==> src/rtl/irq_pending_latch_pkg.sv <==
// rtl/irq_pending_latch_pkg.sv - shared constants for the interrupt pending latch and its encoder
package irq_pending_latch_pkg;

  localparam int N_IRQ  = 4;
  localparam int IRQ_IW = 2;

  localparam logic [N_IRQ-1:0] IRQ_VEC_RST = '0;

endpackage

==> src/rtl/irq_pending_latch_sync_edge_det.sv <==
// rtl/irq_pending_latch_sync_edge_det.sv - per-line synchroniser and rising-edge detector
module sync_edge_det #(
  parameter int SYNC_STAGES = 2
) (
  input  logic clk,
  input  logic rst_n,
  input  logic din,
  output logic rise
);

  logic [SYNC_STAGES-1:0] sync;
  logic                   prev;

  // Shift the raw level through the synchroniser and remember the last stage's previous value
  always_ff @(posedge clk or negedge rst_n) begin
    if (!rst_n) begin
      sync <= '0;
      prev <= 1'b0;
    end else begin
      sync <= {sync[SYNC_STAGES-2:0], din};
      prev <= sync[SYNC_STAGES-1];
    end
  end

  // prev resets to 0, so a line already high at reset release yields exactly one rise
  assign rise = sync[SYNC_STAGES-1] & ~prev;

endmodule

==> src/rtl/irq_pending_latch.sv <==
// rtl/irq_pending_latch.sv - sticky pending bits with mask, ack and overflow for the priority encoder
module irq_pending_latch
  import irq_pending_latch_pkg::*;
#(
  parameter  int N           = N_IRQ,
  parameter  int SYNC_STAGES = 2,
  localparam int IW          = $clog2(N)
) (
  input  logic          clk,
  input  logic          rst_n,
  input  logic [N-1:0]  req_in,
  input  logic [N-1:0]  mask,
  input  logic          ack_valid,
  input  logic [IW-1:0] ack_idx,
  output logic [N-1:0]  pend_out,
  output logic          irq,
  output logic          ack_err,
  output logic [N-1:0]  ovf,
  input  logic          ovf_clr
);

  logic [N-1:0] rise;
  logic [N-1:0] pending;
  logic [N-1:0] clr;
  logic [N-1:0] pending_n;
  logic [N-1:0] ovf_set;
  logic [N-1:0] visible_n;

  for (genvar i = 0; i < N; i++) begin : g_sync
    sync_edge_det #(
      .SYNC_STAGES(SYNC_STAGES)
    ) u_sync (
      .clk  (clk),
      .rst_n(rst_n),
      .din  (req_in[i]),
      .rise (rise[i])
    );
  end

  // Decode an accepted ack into a one-hot clear; only bits visible on pend_out may be cleared
  always_comb begin
    clr = IRQ_VEC_RST;
    if (ack_valid && pend_out[ack_idx]) begin
      clr[ack_idx] = 1'b1;
    end
  end

  // A fresh edge always wins over a clear on the same bit; overflow only when nothing consumed the old event
  always_comb begin
    pending_n = rise | (pending & ~clr);
    ovf_set   = rise & pending & ~clr;
    // The ack takes effect on pend_out immediately, unless a new event on that bit keeps it alive
    visible_n = pending & ~(clr & ~rise) & ~mask;
  end

  // Pending, overflow and the registered encoder-facing outputs
  always_ff @(posedge clk or negedge rst_n) begin
    if (!rst_n) begin
      pending  <= IRQ_VEC_RST;
      ovf      <= IRQ_VEC_RST;
      pend_out <= IRQ_VEC_RST;
      irq      <= 1'b0;
      ack_err  <= 1'b0;
    end else begin
      pending  <= pending_n;
      ovf      <= (ovf & ~{N{ovf_clr}}) | ovf_set;
      pend_out <= visible_n;
      irq      <= |visible_n;
      ack_err  <= ack_valid & ~pend_out[ack_idx];
    end
  end

endmodule

==> config.mk <==
export PLATFORM = sky130hd
export DESIGN_NAME = irq_pending_latch
export DESIGN_NICKNAME = d
export VERILOG_FILES = /design/src/rtl/irq_pending_latch_pkg.sv /design/src/rtl/irq_pending_latch_sync_edge_det.sv /design/src/rtl/irq_pending_latch.sv
export SDC_FILE = /design/constraint.sdc
export NUM_CORES = 1
export LEC_CHECK = 0
export ABC_AREA = 1
export BUFFER_PORTS_ARGS = -buffer_cell sky130_fd_sc_hd__buf_4
export CORE_ASPECT_RATIO = 1.5
export CORE_MARGIN = 5
export CORE_UTILIZATION = 50
export CTS_BUF_LIST = sky130_fd_sc_hd__clkbuf_16
export CTS_CLUSTER_SIZE = 30
export DETAILED_ROUTE_END_ITERATION = 6
export PLACE_DENSITY = 0.75
export SLEW_MARGIN = 0
export SYNTH_ARGS = -nofsm -noshare
export SYNTH_HDL_FRONTEND = slang
export SYNTH_SLANG_ARGS = --single-unit
==> constraint.sdc <==
create_clock -name clk -period 1.7 [get_ports clk]
set_clock_uncertainty 0.2 [all_clocks]
set_input_delay 0.34 -clock clk [delete_from_list [all_inputs] [get_ports clk]]
set_output_delay 0.34 -clock clk [all_outputs]
set_load 0.01 [all_outputs]
==> results.yml <==
run_status:
  status: "completed"
worst_setup_path:
  cpMaxStageDelayCell: "dfrtp_1"
  critPathMaxStageDelay_ns: 0.39
  worstSetupEndpointType: "output pin"
  worstSetupPathType: "register to output pin"
  crit_path_cell_trace: "buf_4"
  critPathTopFamily: "flip-flops"
  cp.arrival_ns: 0.80
  critical_path_buf_inv_count: 1
  worstPathRequired_ns: 1.16
  start_kind: "register"
  cp_max_fo: 2
global_route:
  grt_start_max_net_pins: 27
  grt_pass1_vias: 788
  grt-ovfl-total: 0
  grt_util_all_layers: 0.152
  grt_pass1_wl_mm: 3.22
  antenna_found_initial: 0
clock_tree:
  cts-root-buf: "clkbuf_16"
  htreeDepth: 1
  cts_max_path_buffers: 2
  hold_buffers: 5
  clk_latency_ns: 0.26
  clock_sinks: 26
  cts_setup_buffers: 0
  cts.clk_slew.worst_paths_ns: 0.06
  numCtsBuffers: 3
  cts_resized: 0
  cts_tree: "done"
logic_synthesis:
  syn_area_sq_um: 988
  ys_types: 14
  seq_area_frac_synth: 0.658
  syn_inst: 96
  synth-seq-cells: 26
  avgSynthCellArea_sq_um: 10.3
  yosys_warnings: 0
  syn_nets: 110
timing:
  worstMarginPinSlew_ns: 0.310
  maxSlewViolCount: 0
  post-route-period-util: 0.786
  setup_viol: 0
  max_slew_margin: 0.794
  final_period_minus_worst_setup_slack_ns: 1.34
  rsz0062_at_grt: "false"
  hold_violations: 0
  setup_tns_ns: 0
  setup_slack_ns: 0.364
  clock.fmax_mhz: 748
cells_and_area:
  drive_gt1_frac: 0.299
  nNetsFinal: 143
  final_cell_mix: "dfrtp_1 (26), buf_4 (23), inv_1 (20), nand2_1 (18), nand2_2 (8)"
  layout_commonest_cell: "dfrtp_1"
  synthToLayoutAreaGrowth_pct: 32.8
  finish.instance_area_sq_um: 1310
  n_antenna_cell: 0
  final_cell_count_no_fill: 148
placed_design:
  hpwl_mm: 1.36
  io_buffers: 23
  dp.cells: 140
  preCtsSetupSlack_ns: 0.175
  place_area_sq_um: 1190
  place_congestion: 0.822
die:
  placementRows: 19
  die_x_microns: 46.3
  start_util: 0.533
  core_sq_um: 1850
  die_h_microns: 64.5
  ios: 24
  die_area_sq_um: 2980
min_path:
  min_path_type: "input pin to register"
routing:
  dr.first_iter.drc_count: 31
  ant_nets: 0
  detail_route.vias_per_cell: 4.99
  wl_per_cell_microns: 12.0
  wirelength_mm: 1.77
  vias: 739
  drc: 0
  first_pass_iters: 4
power_and_ir_drop:
  pwr_density_cell_nw_per_um2: 1040
  vdd_drop_max_mv: 0.725
  p_leak_nw: 0.695
flow_run:
  drv_cap: 0
[state kept, by name (all words and copies together) (netlist names)]
register and flops:
g_sync.u_sync.sync 8, ack_err 1, ovf 4, g_sync.u_sync.prev 4, pending 4, irq 1, pend_out 4
[layout make-up]
| class | count | area, sq um |
|---|---|---|
| Sequential cell | 26 | 651 |
| Tap cell | 21 | 26.3 |
| Fill cell | 140 | 542 |
| Inverter | 21 | 78.8 |
| Multi-Input combinational cell | 49 | 259 |
| Timing Repair Buffer | 28 | 223 |
| Clock buffer | 3 | 75.1 |
[through the flow]
stage / power [mW] / utilization / hold WS (ns)
2_1_floorplan: 0.781 / - / -0.156
3_3_place_gp: 0.869 / 0.640 / 0.0561
3_5_place_dp: 0.877 / 0.640 / 0.0613
4_1_cts: 1.39 / 0.708 / 0.108
5_1_grt: 1.44 / 0.708 / 0.118
6_report: 1.37 / 0.708 / 0.114
[cells in the mapped netlist]
library cell,n,area share
dfrtp_1,26,0.66
inv_1,20,0.076
inv_2,1,0.0038
nand2_1,18,0.068
nand2_2,8,0.051
nand2_4,1,0.011
nand3_1,4,0.020
nand3_2,1,0.010
nand3_4,1,0.018
nand3b_1,1,0.0076
nand4_1,3,0.019
nor2_1,5,0.019
o21ai_0,5,0.025
o22ai_1,2,0.013
[kinds of logic after synthesis]
group           after synthesis  synth area share
simple gates                 42             0.224
compound gates                7            0.0380
flops                        26             0.658
buf+inv                      21            0.0797
[metal layers]
layer | wire length [microns] | up-vias | global-route usage
li1 | - | 359 | -
met2 | 949 | 24 | 0.252
met5 | 0 | - | 0
met4 | 68 | 0 | 0.110
met1 | 644 | 349 | 0.161
met3 | 112 | 7 | 0.0305
[power breakdown]
part           switching, mW  internal (mW)
registers             0.0254          0.665
logic                 0.0947         0.0858
clock network          0.184          0.311
total                  0.304           1.06
[final timing paths]
path / depth (start not counted) / slack, ns / from / endpoint
min: 2 / 0.11 / ovf_clr / ovf[2]$_DFF_PN0_
max: 1 / 0.36 / ovf[0]$_DFF_PN0_ / ovf[0]
min reg2reg: 0 / 0.15 / g_sync[3].u_sync.sync[0]$_DFF_PN0_ / g_sync[3].u_sync.sync[1]$_DFF_PN0_
max reg2reg: 9 / 0.37 / pend_out[0]$_DFF_PN0_ / irq$_DFF_PN0_
max in group asynchronous: 2 / 0.74 / rst_n / g_sync[1].u_sync.sync[0]$_DFF_PN0_
min in group asynchronous: 2 / 0.32 / rst_n / ovf[2]$_DFF_PN0_
Power figures use the tool's default switching activity.
